File: src/rtl/sram_port_sequencer_if.sv
// Request, bank and response signals of the SRAM port sequencer.
// The sequencer takes the slave view; the requester/bank environment takes the master view.
interface sram_port_sequencer_if #(
    parameter int unsigned DATA_W = 16,
    parameter int unsigned ADDR_W = 5
);
    logic              frame_start;
    logic              req_valid;
    logic              req_ready;
    logic              req_rd;
    logic              req_wr;
    logic [ADDR_W-1:0] req_addr_a;
    logic [ADDR_W-1:0] req_addr_b;
    logic [DATA_W-1:0] req_wdata;
    logic [ADDR_W-1:0] Addr_A;
    logic [ADDR_W-1:0] Addr_B;
    logic              ReadEn;
    logic              WriteEn;
    logic [DATA_W-1:0] wdata;
    logic [DATA_W-1:0] outA;
    logic [DATA_W-1:0] outB;
    logic              rsp_valid;
    logic [DATA_W-1:0] rsp_a;
    logic [DATA_W-1:0] rsp_b;
    logic              busy;
    logic              sync_err;

    modport slave (
        input  frame_start, req_valid, req_rd, req_wr, req_addr_a, req_addr_b, req_wdata,
        input  outA, outB,
        output req_ready, Addr_A, Addr_B, ReadEn, WriteEn, wdata,
        output rsp_valid, rsp_a, rsp_b, busy, sync_err
    );

    modport master (
        output frame_start, req_valid, req_rd, req_wr, req_addr_a, req_addr_b, req_wdata,
        output outA, outB,
        input  req_ready, Addr_A, Addr_B, ReadEn, WriteEn, wdata,
        input  rsp_valid, rsp_a, rsp_b, busy, sync_err
    );
endinterface

File: src/rtl/sram_port_sequencer.sv
// Maps one register-file request per Bennett frame onto the 2-port SRAM bank, timing the
// address, data and enables against the frame counter and returning captured read data.
module sram_port_sequencer #(
    parameter int unsigned DATA_W    = 16,
    parameter int unsigned ADDR_W    = 5,
    parameter int unsigned FRAME_LEN = 20,
    parameter int unsigned ADDR_CYC  = 2,
    parameter int unsigned DATA_CYC  = 4,
    parameter int unsigned RD_ON     = 6,
    parameter int unsigned RD_OFF    = 8,
    parameter int unsigned WR_ON     = 8,
    parameter int unsigned WR_OFF    = 9,
    parameter int unsigned CAP_CYC   = 10
) (
    input logic                 clk,
    input logic                 reset,
    sram_port_sequencer_if.slave bus
);
    localparam logic [7:0] FcntMax = 8'(FRAME_LEN - 1);
    localparam logic [7:0] AddrCyc = 8'(ADDR_CYC);
    localparam logic [7:0] DataCyc = 8'(DATA_CYC);
    localparam logic [7:0] RdOn    = 8'(RD_ON);
    localparam logic [7:0] RdOff   = 8'(RD_OFF);
    localparam logic [7:0] WrOn    = 8'(WR_ON);
    localparam logic [7:0] WrOff   = 8'(WR_OFF);
    localparam logic [7:0] CapCyc  = 8'(CAP_CYC);

    typedef enum logic [0:0] {StIdle, StActive} state_e;

    typedef struct packed {
        logic              rd;
        logic              wr;
        logic [ADDR_W-1:0] addr_a;
        logic [ADDR_W-1:0] addr_b;
        logic [DATA_W-1:0] wdata;
    } op_t;

    state_e            state_q, state_d;
    logic [7:0]        fcnt_q, fcnt_d;
    logic              pend_full_q, pend_full_d;
    op_t               pend_q, pend_d;
    op_t               act_q, act_d;
    logic [ADDR_W-1:0] addr_a_q, addr_a_d;
    logic [ADDR_W-1:0] addr_b_q, addr_b_d;
    logic [DATA_W-1:0] wdata_q, wdata_d;
    logic              read_en_q, read_en_d;
    logic              write_en_q, write_en_d;
    logic              rsp_valid_q, rsp_valid_d;
    logic [DATA_W-1:0] rsp_a_q, rsp_a_d;
    logic [DATA_W-1:0] rsp_b_q, rsp_b_d;
    logic              sync_err_q, sync_err_d;
    logic              active_d;

    always_comb begin
        state_d     = state_q;
        fcnt_d      = fcnt_q;
        pend_full_d = pend_full_q;
        pend_d      = pend_q;
        act_d       = act_q;
        addr_a_d    = addr_a_q;
        addr_b_d    = addr_b_q;
        wdata_d     = wdata_q;
        rsp_a_d     = rsp_a_q;
        rsp_b_d     = rsp_b_q;
        rsp_valid_d = 1'b0;
        sync_err_d  = 1'b0;

        if (bus.frame_start) begin
            fcnt_d = '0;
        end else if (fcnt_q != FcntMax) begin
            fcnt_d = fcnt_q + 8'd1;
        end

        unique case (state_q)
            StIdle: begin
                if (bus.frame_start && pend_full_q) state_d = StActive;
            end
            StActive: begin
                // A new frame before capture abandons the running op.
                if (bus.frame_start) begin
                    sync_err_d = (fcnt_q < CapCyc);
                    state_d    = pend_full_q ? StActive : StIdle;
                end else if (fcnt_q == CapCyc) begin
                    state_d = StIdle;
                end
            end
            default: state_d = StIdle;
        endcase

        // Issue needs a full slot, intake an empty one, so they never coincide.
        if (bus.frame_start && pend_full_q) begin
            act_d       = pend_q;
            pend_full_d = 1'b0;
        end else if (bus.req_valid && !pend_full_q && (bus.req_rd || bus.req_wr)) begin
            pend_d      = '{rd: bus.req_rd, wr: bus.req_wr, addr_a: bus.req_addr_a,
                            addr_b: bus.req_addr_b, wdata: bus.req_wdata};
            pend_full_d = 1'b1;
        end

        if (state_q == StActive && act_q.rd && fcnt_q == CapCyc) begin
            rsp_valid_d = 1'b1;
            rsp_a_d     = bus.outA;
            rsp_b_d     = bus.outB;
        end

        // Bank-facing outputs are decoded from the next frame cycle so they are registered.
        active_d = (state_d == StActive);
        if (active_d && fcnt_d == AddrCyc) begin
            addr_a_d = act_d.addr_a;
            addr_b_d = act_d.addr_b;
        end
        if (active_d && act_d.wr && fcnt_d == DataCyc) wdata_d = act_d.wdata;
        read_en_d  = active_d && act_d.rd && (fcnt_d >= RdOn) && (fcnt_d < RdOff);
        write_en_d = active_d && act_d.wr && (fcnt_d >= WrOn) && (fcnt_d < WrOff);
    end

    always_ff @(posedge clk or negedge reset) begin
        if (!reset) begin
            state_q     <= StIdle;
            fcnt_q      <= '0;
            pend_full_q <= 1'b0;
            pend_q      <= '0;
            act_q       <= '0;
            addr_a_q    <= '0;
            addr_b_q    <= '0;
            wdata_q     <= '0;
            read_en_q   <= 1'b0;
            write_en_q  <= 1'b0;
            rsp_valid_q <= 1'b0;
            rsp_a_q     <= '0;
            rsp_b_q     <= '0;
            sync_err_q  <= 1'b0;
        end else begin
            state_q     <= state_d;
            fcnt_q      <= fcnt_d;
            pend_full_q <= pend_full_d;
            pend_q      <= pend_d;
            act_q       <= act_d;
            addr_a_q    <= addr_a_d;
            addr_b_q    <= addr_b_d;
            wdata_q     <= wdata_d;
            read_en_q   <= read_en_d;
            write_en_q  <= write_en_d;
            rsp_valid_q <= rsp_valid_d;
            rsp_a_q     <= rsp_a_d;
            rsp_b_q     <= rsp_b_d;
            sync_err_q  <= sync_err_d;
        end
    end

    assign bus.req_ready = ~pend_full_q;
    assign bus.Addr_A    = addr_a_q;
    assign bus.Addr_B    = addr_b_q;
    assign bus.wdata     = wdata_q;
    assign bus.ReadEn    = read_en_q;
    assign bus.WriteEn   = write_en_q;
    assign bus.rsp_valid = rsp_valid_q;
    assign bus.rsp_a     = rsp_a_q;
    assign bus.rsp_b     = rsp_b_q;
    assign bus.busy      = (state_q == StActive);
    assign bus.sync_err  = sync_err_q;
endmodule
File: src/flat_wrapper.sv
// flat-port wrapper written by rule: the top's interface ports become plain ports
module sram_port_sequencer_flat 
#(
    parameter int unsigned DATA_W    = 16,
    parameter int unsigned ADDR_W    = 5,
    parameter int unsigned FRAME_LEN = 20,
    parameter int unsigned ADDR_CYC  = 2,
    parameter int unsigned DATA_CYC  = 4,
    parameter int unsigned RD_ON     = 6,
    parameter int unsigned RD_OFF    = 8,
    parameter int unsigned WR_ON     = 8,
    parameter int unsigned WR_OFF    = 9,
    parameter int unsigned CAP_CYC   = 10
)
  (clk, reset, bus_frame_start, bus_req_valid, bus_req_rd, bus_req_wr, bus_req_addr_a, bus_req_addr_b, bus_req_wdata, bus_outA, bus_outB, bus_req_ready, bus_Addr_A, bus_Addr_B, bus_ReadEn, bus_WriteEn, bus_wdata, bus_rsp_valid, bus_rsp_a, bus_rsp_b, bus_busy, bus_sync_err);
  sram_port_sequencer_if #(.DATA_W(DATA_W), .ADDR_W(ADDR_W)) bus_i ();
  input logic clk;
  input logic reset;
  input wire logic [$bits(bus_i.frame_start)-1:0] bus_frame_start;
  input wire logic [$bits(bus_i.req_valid)-1:0] bus_req_valid;
  input wire logic [$bits(bus_i.req_rd)-1:0] bus_req_rd;
  input wire logic [$bits(bus_i.req_wr)-1:0] bus_req_wr;
  input wire logic [$bits(bus_i.req_addr_a)-1:0] bus_req_addr_a;
  input wire logic [$bits(bus_i.req_addr_b)-1:0] bus_req_addr_b;
  input wire logic [$bits(bus_i.req_wdata)-1:0] bus_req_wdata;
  input wire logic [$bits(bus_i.outA)-1:0] bus_outA;
  input wire logic [$bits(bus_i.outB)-1:0] bus_outB;
  output wire logic [$bits(bus_i.req_ready)-1:0] bus_req_ready;
  output wire logic [$bits(bus_i.Addr_A)-1:0] bus_Addr_A;
  output wire logic [$bits(bus_i.Addr_B)-1:0] bus_Addr_B;
  output wire logic [$bits(bus_i.ReadEn)-1:0] bus_ReadEn;
  output wire logic [$bits(bus_i.WriteEn)-1:0] bus_WriteEn;
  output wire logic [$bits(bus_i.wdata)-1:0] bus_wdata;
  output wire logic [$bits(bus_i.rsp_valid)-1:0] bus_rsp_valid;
  output wire logic [$bits(bus_i.rsp_a)-1:0] bus_rsp_a;
  output wire logic [$bits(bus_i.rsp_b)-1:0] bus_rsp_b;
  output wire logic [$bits(bus_i.busy)-1:0] bus_busy;
  output wire logic [$bits(bus_i.sync_err)-1:0] bus_sync_err;
  assign bus_i.frame_start = bus_frame_start;
  assign bus_i.req_valid = bus_req_valid;
  assign bus_i.req_rd = bus_req_rd;
  assign bus_i.req_wr = bus_req_wr;
  assign bus_i.req_addr_a = bus_req_addr_a;
  assign bus_i.req_addr_b = bus_req_addr_b;
  assign bus_i.req_wdata = bus_req_wdata;
  assign bus_i.outA = bus_outA;
  assign bus_i.outB = bus_outB;
  assign bus_req_ready = bus_i.req_ready;
  assign bus_Addr_A = bus_i.Addr_A;
  assign bus_Addr_B = bus_i.Addr_B;
  assign bus_ReadEn = bus_i.ReadEn;
  assign bus_WriteEn = bus_i.WriteEn;
  assign bus_wdata = bus_i.wdata;
  assign bus_rsp_valid = bus_i.rsp_valid;
  assign bus_rsp_a = bus_i.rsp_a;
  assign bus_rsp_b = bus_i.rsp_b;
  assign bus_busy = bus_i.busy;
  assign bus_sync_err = bus_i.sync_err;
  sram_port_sequencer #(.DATA_W(DATA_W), .ADDR_W(ADDR_W), .FRAME_LEN(FRAME_LEN), .ADDR_CYC(ADDR_CYC), .DATA_CYC(DATA_CYC), .RD_ON(RD_ON), .RD_OFF(RD_OFF), .WR_ON(WR_ON), .WR_OFF(WR_OFF), .CAP_CYC(CAP_CYC)) u_core (.clk(clk), .reset(reset), .bus(bus_i));
endmodule
File: config.mk
export PLATFORM = sky130hd
export DESIGN_NAME = sram_port_sequencer_flat
export DESIGN_NICKNAME = d
export VERILOG_FILES = /design/src/rtl/sram_port_sequencer_if.sv /design/src/rtl/sram_port_sequencer.sv /design/src/flat_wrapper.sv
export SDC_FILE = /design/constraint.sdc
export NUM_CORES = 1
export LEC_CHECK = 0
export ABC_AREA = 1
export CAP_MARGIN = 20
export CORE_MARGIN = 4
export CORE_UTILIZATION = 53
export DETAILED_ROUTE_END_ITERATION = 8
export GPL_TIMING_DRIVEN = 0
export PLACE_DENSITY = 0.82
export SETUP_SLACK_MARGIN = 0.05
export SLEW_MARGIN = 20
export SYNTH_ARGS = -nofsm -noshare
export SYNTH_HDL_FRONTEND = slang
export SYNTH_SLANG_ARGS = --single-unit
File: constraint.sdc
create_clock -name clk -period 5.32 [get_ports clk]
set_input_delay 1.064 -clock clk [delete_from_list [all_inputs] [get_ports clk]]
set_output_delay 1.064 -clock clk [all_outputs]
set_load 0.01 [all_outputs]
==> Word-level counts from Yosys, hierarchy flattened <==
Cells that the tools add are included.
{ "classes": {"order_cmp": 5, "addsub": 1, "n_eq_ne": 4, "n_reduce_logical": 17, "muxes": 13, "bitwise_logic": 3} }
{ "op_table": {"columns": ["op", "count"], "rows": [
  ["two-way mux 28 bit", 1],
  ["< comparator 8 x 4 -> 1 bit (second input constant)", 3],
  ["two-way mux 8 bit", 2],
  ["logical AND 1 bit", 13],
  ["two-way mux 1 bit", 9],
  ["adder 8 x 1 -> 8 bit (second input constant)", 1],
  ["== test 8 x 2 -> 1 bit (second input constant)", 1],
  ["== test 8 x 3 -> 1 bit (second input constant)", 1],
  ["== test 8 x 4 -> 1 bit (second input constant)", 1],
  ["greater-or-equal comparator 8 x 3 -> 1 bit (second input constant)", 1],
  ["greater-or-equal comparator 8 x 4 -> 1 bit (second input constant)", 1],
  ["!= test 8 x 5 -> 1 bit (second input constant)", 1],
  ["inverter 1 bit", 3],
  ["case mux 1 bit (2 select lines)", 1],
  ["AND reduction 2 bit", 1],
  ["nonzero test 2 bit", 1],
  ["zero test 1 bit", 1],
  ["logical OR 1 bit", 1]
]} }
{ "word_totals": {"in_bits": 64, "regBits": 128, "elab_cells": 65, "output_inout_bits": 64} }

==> Depth between registers and ports, before layout <==
Gate-level depths: netlist (run 1).
{ "depth": {"depth_word": 7, "mapped_depth": 12, "depth_no_buf": 11} }

==> Least setup slack after synthesis (run 1) <==
OpenSTA, ideal clock, no wires.
{ "synth_path": {"path_type": "input port to flip-flop", "start": "in bus_frame_start", "end": "reg u_core.wdata_q[10] (netlist: u_core.bus.wdata[10])", "t_required_ps": 5203, "cell_stages": 10, "n_path_buf": 1, "slack_ps": 3113, "setup_ps": 117, "t_arrival_ps": 2091, "path_cell_list": "inv_2 nand2_1 o21bai_1 a21oi_2 nand2_2 nor2_8 nand2_4 buf_6 nand2_1 nand2_1"} }
{ "synth_via": {"elab_chain_len": 5, "word_cells_on_any_way": 9, "cone_classes": "1 x eq/ne; 5 x mux; 3 x reduce/logical"} }
{ "synth_rtl": {"columns": ["element", "line_no", "source"], "rows": [
  ["start: declaration", "flat_wrapper.sv:19", "input wire logic [$bits(bus_i.frame_start)-1:0] bus_frame_start;"],
  ["logical AND 1 bit", "sram_port_sequencer.sv:76, sram_port_sequencer.sv:91", null],
  ["two-way mux 1 bit", "sram_port_sequencer.sv:76", "if (bus.frame_start && pend_full_q) state_d = StActive;"],
  ["case mux 1 bit (2 select lines)", "sram_port_sequencer.sv:74", "unique case (state_q)"],
  ["logical AND 1 bit (2 in series)", "sram_port_sequencer.sv:112", "if (active_d && act_d.wr && fcnt_d == DataCyc) wdata_d = act_d.wdata;"],
  ["end signal: assignment", "sram_port_sequencer.sv:141", "wdata_q <= wdata_d;"],
  ["end: declaration", "sram_port_sequencer.sv:45", "logic [DATA_W-1:0] wdata_q, wdata_d;"]
]} }
Parallel ways exist; a longest one is shown, timed or not.
A chain may end at the register's enable or synchronous reset.

==> Final worst setup path (run 1) <==
{ "layout_path": {"start": "reg u_core.pend_full_q", "end": "out bus_req_ready"} }
{ "layout_via": {"elab_chain_len": 1} }
{ "layout_rtl": {"columns": ["element", "line_no", "source"], "rows": [
  ["start: declaration", "sram_port_sequencer.sv:40", "logic pend_full_q, pend_full_d;"],
  ["start signal: assignment", "sram_port_sequencer.sv:136", "pend_full_q <= pend_full_d;"],
  ["inverter 1 bit", "sram_port_sequencer.sv:151", "assign bus.req_ready = ~pend_full_q;"],
  ["end: declaration", "flat_wrapper.sv:28", "output wire logic [$bits(bus_i.req_ready)-1:0] bus_req_ready;"]
]} }
No other way between the ends.

==> results of run 1 <==
-- critical path, cell delays in order, from the launching register on --
cell and delay (ps):
dfrtp_1 390, inv_1 100, clkdlybuf4s50_1 550
-- kinds of logic after synthesis --
family | count (synthesis) | share of synthesized area
XOR/XNOR | 1 | 0.00168
AND/OR/NAND/NOR | 322 | 0.267
adder cells (fa/ha/maj) | 2 | 0.00479
flip-flops | 128 | 0.613
multiplexers | 28 | 0.0603
AO/OA/AOI/OAI | 10 | 0.0141
buffers and inverters | 43 | 0.0393
-- final timing paths --
check,startpoint,endpoint,cells past startpoint
min in group asynchronous,reset,u_core.bus.Addr_A[1],1
worst max register to register,u_core.fcnt_q[0],u_core.bus.wdata[14],11
worst min register to register,u_core.act_q[24],u_core.act_q[24],2
worst max-delay path,u_core.pend_full_q,bus_req_ready,2
max in group asynchronous,reset,u_core.bus.wdata[12],2
worst min-delay path,u_core.act_q[24],u_core.act_q[24],2
-- stage by stage --
step / cell area (µm²) / hold WS (ps) / TNS, ps / setup WS, ps
after floorplan: 5230 / 445 / 0 / 3110
after global placement: 6660 / 456 / -199950 / -1570
after detailed placement: 6690 / 459 / 0 / 2240
after CTS: 7300 / 481 / 0 / 2700
after global routing: 7300 / 498 / 0 / 2610
final: 7300 / 477 / 0 / 2710
-- cell type report --
cell class	count	area, µm²
clock buffer	19	432
sequential	128	3200
tap	129	161
timing repair buffer	128	1300
multi-input combinational	363	1820
fill	634	2110
inverter	22	83.8
clock inverter	12	183
buffer	21	121
-- sequential cells by signal, summed over array words and instances, names as in the netlist --
register	flops
u_core.bus.rsp_a	16
u_core.act_q	28
u_core.fcnt_q	8
u_core.pend_q	28
u_core.pend_full_q	1
u_core.bus.ReadEn	1
u_core.bus.rsp_valid	1
u_core.bus.rsp_b	16
u_core.bus.Addr_A	5
u_core.bus.Addr_B	5
u_core.bus.busy	1
u_core.bus.sync_err	1
u_core.bus.wdata	16
u_core.bus.WriteEn	1
-- report_power, final --
part | total (W) | switching [W] | leakage (nW) | internal [W]
clock network | 0.00120 | 0.000430 | 0.291 | 0.000774
logic | 0.000529 | 0.000255 | 1.74 | 0.000274
registers | 0.00127 | 0.0000952 | 1.49 | 0.00117
total | 0.00300 | 0.000780 | 3.53 | 0.00222
-- metal layers --
metal / vias up / global-route usage / wire length (µm)
met3: 15 / 0.0552 / 604
met5: - / 0 / 0
met4: 0 / 0.0749 / 189
met1: 2124 / 0.289 / 5210
met2: 124 / 0.425 / 7170
li1: 1982 / - / -
-- cells in the final DEF (no fill, tap or decap), types with 2 or more instances in the layout --
cell type / instances
inv_6: 2
nor2_1: 5
clkbuf_16: 16
mux2_2: 28
buf_1: 2
inv_2: 4
nand3_1: 24
buf_6: 5
buf_2: 7
o21ai_1: 3
clkinvlp_4: 3
clkbuf_1: 8
clkinv_4: 2
nand4_1: 11
nand2_2: 8
nand3_2: 3
bufinv_16: 4
nor2_8: 2
a21oi_2: 2
nor2_2: 5
clkdlybuf4s50_1: 126
clkbuf_8: 2
clkinv_2: 2
inv_1: 17
nand2_4: 2
nor3_1: 2
ha_1: 2
dfrtp_1: 128
nand2_1: 256
==> flow_metrics.tcl, run 1 <==
set metrics [dict create \
    ctsRootBufferMaster "clkbuf_8" \
    clock.fmax_mhz 383 \
    clkTransAtPathRegs_ps 60 \
    grt_antenna_before_repair 0 \
    ios 128 \
    vias 4245 \
    yosysUniqueCellTypes 33 \
    firstDrtPassIters 5 \
    synthTopCellsByCount "256 x nand2_1, 128 x dfrtp_1, 28 x mux2_2" \
    ys_seq_elements 128 \
    ant_nets 0 \
    syn_inst 534 \
    maxSlewHeadroom 0.597 \
    syn_area_per_cell_um2 9.79 \
    synth_top_cell_by_area "dfrtp_1" \
    dpl.cell_count 791 \
    crit_arrival_ps 1540 \
    core_um2 9420 \
    io_buffer_count 127 \
    synth_top_area_frac 0.613 \
    synth_ff_type "dfrtp_1" \
    min_path_type "reg -> reg" \
    drive_above_1_share 0.147 \
    grt_pass1_vias 4546 \
    power_leakage_nw 3.53 \
    dieArea_um2 11500 \
    critPathKind "reg -> out" \
    synth_area_um2 5230 \
    critPathLaunchType "register" \
    outcome "completed" \
    worst_pin_slew_ps 604 \
    ir_drop_uv 250 \
    grt_setup_unrepaired "false" \
    fp.dieH_um 107 \
    grt_overflow_total 0 \
    skew_ps 10.1 \
    row_count 35 \
    cts_max_path_buffers 2 \
    clock_latency_ps 520 \
    clock-sinks 128 \
    routedWlPerCell_um 16.0 \
    stdcell_count 822 \
    finalSetupViolations 0 \
    finalHoldViolCount 0 \
    fin_crit_sh 0.490 \
    track_usage 0.240 \
    start_util 0.555 \
    maxCapViolCount 0 \
    final-max-slew-violation-count 0 \
    synth_nets 600 \
    end_kind "primary output" \
    cts_hold_buf 0 \
    ys_seq_area_frac 0.613 \
    post_cts_buffers 0 \
    period_needed_ps 2610 \
    tritoncts "done" \
    cts_buffers 17 \
    rrSetupSlack_ps 3260 \
    num-nets-final 747 \
    synth_most_common_cell "nand2_1" \
    grt_pass1_wl_mm 21.6 \
    drtIter0Drc 268 \
    crit_required_ps 4260 \
    utilization 0.776 \
    synth_warnings 0 \
    viasPerCell 5.16 \
    dpl.hpwl_mm 9.11 \
    path_max_fanout 3 \
    power_w 0.00300 \
    netlist_top_cells_area "dfrtp_1 61%, nand2_1 18%, mux2_2 6.0%" \
    grt_max_degree 72 \
    routed_wirelength_mm 13.2 \
    p_per_area_nw_per_um2 411 \
    die_w_um 107 \
    post_cts_resized 0 \
    synth_edf_count 0 \
    areaGrowthSynthToFinish_pct 39.7 \
    drc 0 \
    n_antenna_cell 0 \
    htree_levels 4 \
    gp_congestion 0.870 \
    async_reset_ff_frac 1.00 \
]
No activity file was read; power rests on OpenSTA's default activity.
==> run 2, diff against run 1 <==
CORE_UTILIZATION = 44   (was 53)
PLACE_DENSITY = 0.72   (was 0.82)
clock period = 2.1 ns   (was 5.32 ns; I/O delays follow)
==> run 2 against run 1 <==
  * Highest routed layer unchanged
  * Power grew to 2.5 times the previous value
  * Die area is 19% higher
  * Hold slack worse by 120 ps
  * Sequential share of layout area is 0.27 points lower
  * Clock-buffer cell count is 3 higher
==> flow_metrics.tcl, run 2 (synthesis gave the netlist of run 1 again) <==
set metrics [dict create \
    outcome "completed" \
    cp_cell_sequence "ha_4 > nand2_1 > nor2_4 > nand2_2 > nand3_2 > nor2_2 > nand2_2 > nor2_8 > nand2_4 > buf_6 > nand2_1 > nand2_1" \
    vias 4068 \
    clock-sinks 128 \
    min_path_type "in -> reg" \
    end_kind "register" \
    design_area_um2 7350 \
    p_per_area_nw_per_um2 1030 \
    row_count 39 \
    viasPerCell 4.86 \
    grt_pass1_vias 4337 \
    place_ws_ps -330 \
    n_antenna_cell 0 \
    skew_ps 5.37 \
    areaGrowthSynthToFinish_pct 40.7 \
    crit_start "u_core.fcnt_q[0]" \
    num-nets-final 748 \
    grt_overflow_total 0 \
    grt_antenna_before_repair 0 \
    placed_area_um2 6710 \
    crit_required_ps 2390 \
    path_buf_inv 1 \
    clock.fmax_mhz 524 \
    fin_crit_sh 0.909 \
    core_um2 11500 \
    clkTransAtPathRegs_ps 60 \
    min_from "bus_frame_start" \
    track_usage 0.197 \
    grt_setup_unrepaired "false" \
    ctsRootBufferMaster "clkbuf_16" \
    maxCapViolCount 0 \
    fin_ws_ps 192 \
    finalSetupViolations 0 \
    dpl.hpwl_mm 8.93 \
    tritoncts "done" \
    firstDrtPassIters 4 \
    drive_above_1_share 0.153 \
    ir_drop_uv 720 \
    reg_top3 "u_core.act_q (28), u_core.pend_q (28)" \
    drtIter0Drc 213 \
    grt_pass1_wl_mm 20.7 \
    max_stage_delay_ps 440 \
    drc 0 \
    ios 128 \
    power_w 0.00755 \
    clock_latency_ps 410 \
    maxSlewHeadroom 0.603 \
    critPathKind "reg -> reg" \
    cts_max_path_buffers 2 \
    cts_buffers 17 \
    layout_common_cells "256 x nand2_1, 126 x dfrtp_1, 125 x clkdlybuf4s50_1" \
    grt_max_degree 81 \
    power_leakage_nw 3.55 \
    worst_pin_slew_ps 596 \
    final-max-slew-violation-count 0 \
    routed_wirelength_mm 12.5 \
    path_delay_family "simple AND/OR/NAND/NOR gates" \
    ant_nets 0 \
    dieArea_um2 13700 \
    htree_levels 4 \
    die_w_um 117 \
    start_util 0.454 \
    crit_arrival_ps 2200 \
    critPathLaunchType "register" \
    fp.dieH_um 117 \
    worst_r2r_startpoint "u_core.fcnt_q[0]" \
    cp_slowest_cell "dfrtp_2" \
    routedWlPerCell_um 15.0 \
    layout_commonest_cell "nand2_1" \
    cp_common_cell "nand2_1" \
    period_needed_ps 1910 \
    path_max_fanout 10 \
    io_buffer_count 127 \
    gp_congestion 0.811 \
    finalHoldViolCount 0 \
]
[run 2: changes by cell type in the layout (fill, tap and decap cells not counted), sizes merged]
cell / delta
buf: -1
dlygate4sd3: +1
bufinv: -1
clkdlybuf4s50: -1
clkinv: +1
clkbuf: +4
dlymetal6s2s: +1
inv: -1
clkinvlp: -2
[run 2: worst paths after layout]
check                                       endpoint  slack, ps  cells after the start
worst max-delay path            u_core.bus.wdata[13]        190                     12
worst min-delay path              u_core.pend_full_q        360                      2
worst max register to register  u_core.bus.wdata[13]        190                     12
worst min register to register  u_core.bus.Addr_A[3]        470                      2
max in group asynchronous           u_core.fcnt_q[1]        800                      3
min in group asynchronous       u_core.bus.rsp_b[11]        530                      2
[run 2: what timing repair did]
| item | in CTS | in global routing |
|---|---|---|
| gates resized for setup | 0 | 7 |
| hold buffers | 1 | 0 |
| setup endpoints to repair | 0 | 26 |
| hold endpoints to repair | 48 | 0 |
| buffers inserted | 0 | 0 |
[run 2: worst reg2reg max path: stages (launching register included)]
cell and delay (ps):
dfrtp_2 440, ha_4 190, nand2_1 100, nor2_4 60
nand2_2 60, nand3_2 110, nor2_2 140, nand2_2 110
nor2_8 190, nand2_4 110, buf_6 160, nand2_1 60
nand2_1 50
[run 2: power breakdown]
part | internal, W | switching (W) | leakage, nW
sequential | 0.00297 | 0.000234 | 1.49
combinational | 0.000697 | 0.000626 | 1.76
clock | 0.00199 | 0.00104 | 0.302
[run 2: final cells by class]
cell class / instances / area [µm²]
plain buffers: 21 / 123
clock buffers: 22 / 484
clock inverters: 9 / 130
fillers: 927 / 4160
inverters: 22 / 83.8
multi-input cells: 363 / 1840
flip-flops and latches: 128 / 3210
well taps: 143 / 179
repair buffers: 129 / 1310
[run 2: stage by stage]
step                      instances  hold WS (ps)  utilization  setup TNS, ps
after floorplan                 534           124            -              0
after global placement          804           458        0.580        -546770
after detailed placement        805           391        0.582          -7000
after CTS                       837           472        0.636              0
after global routing            837           366        0.639              0
final                           837           356        0.639              0
[run 2: per-layer routing]
metal / global-route usage / vias up / share of wire
met5: 0 / - / 0
li1: - / 1983 / -
met1: 0.244 / 1980 / 0.42
met2: 0.324 / 85 / 0.52
met3: 0.0591 / 20 / 0.041
met4: 0.0757 / 0 / 0.023
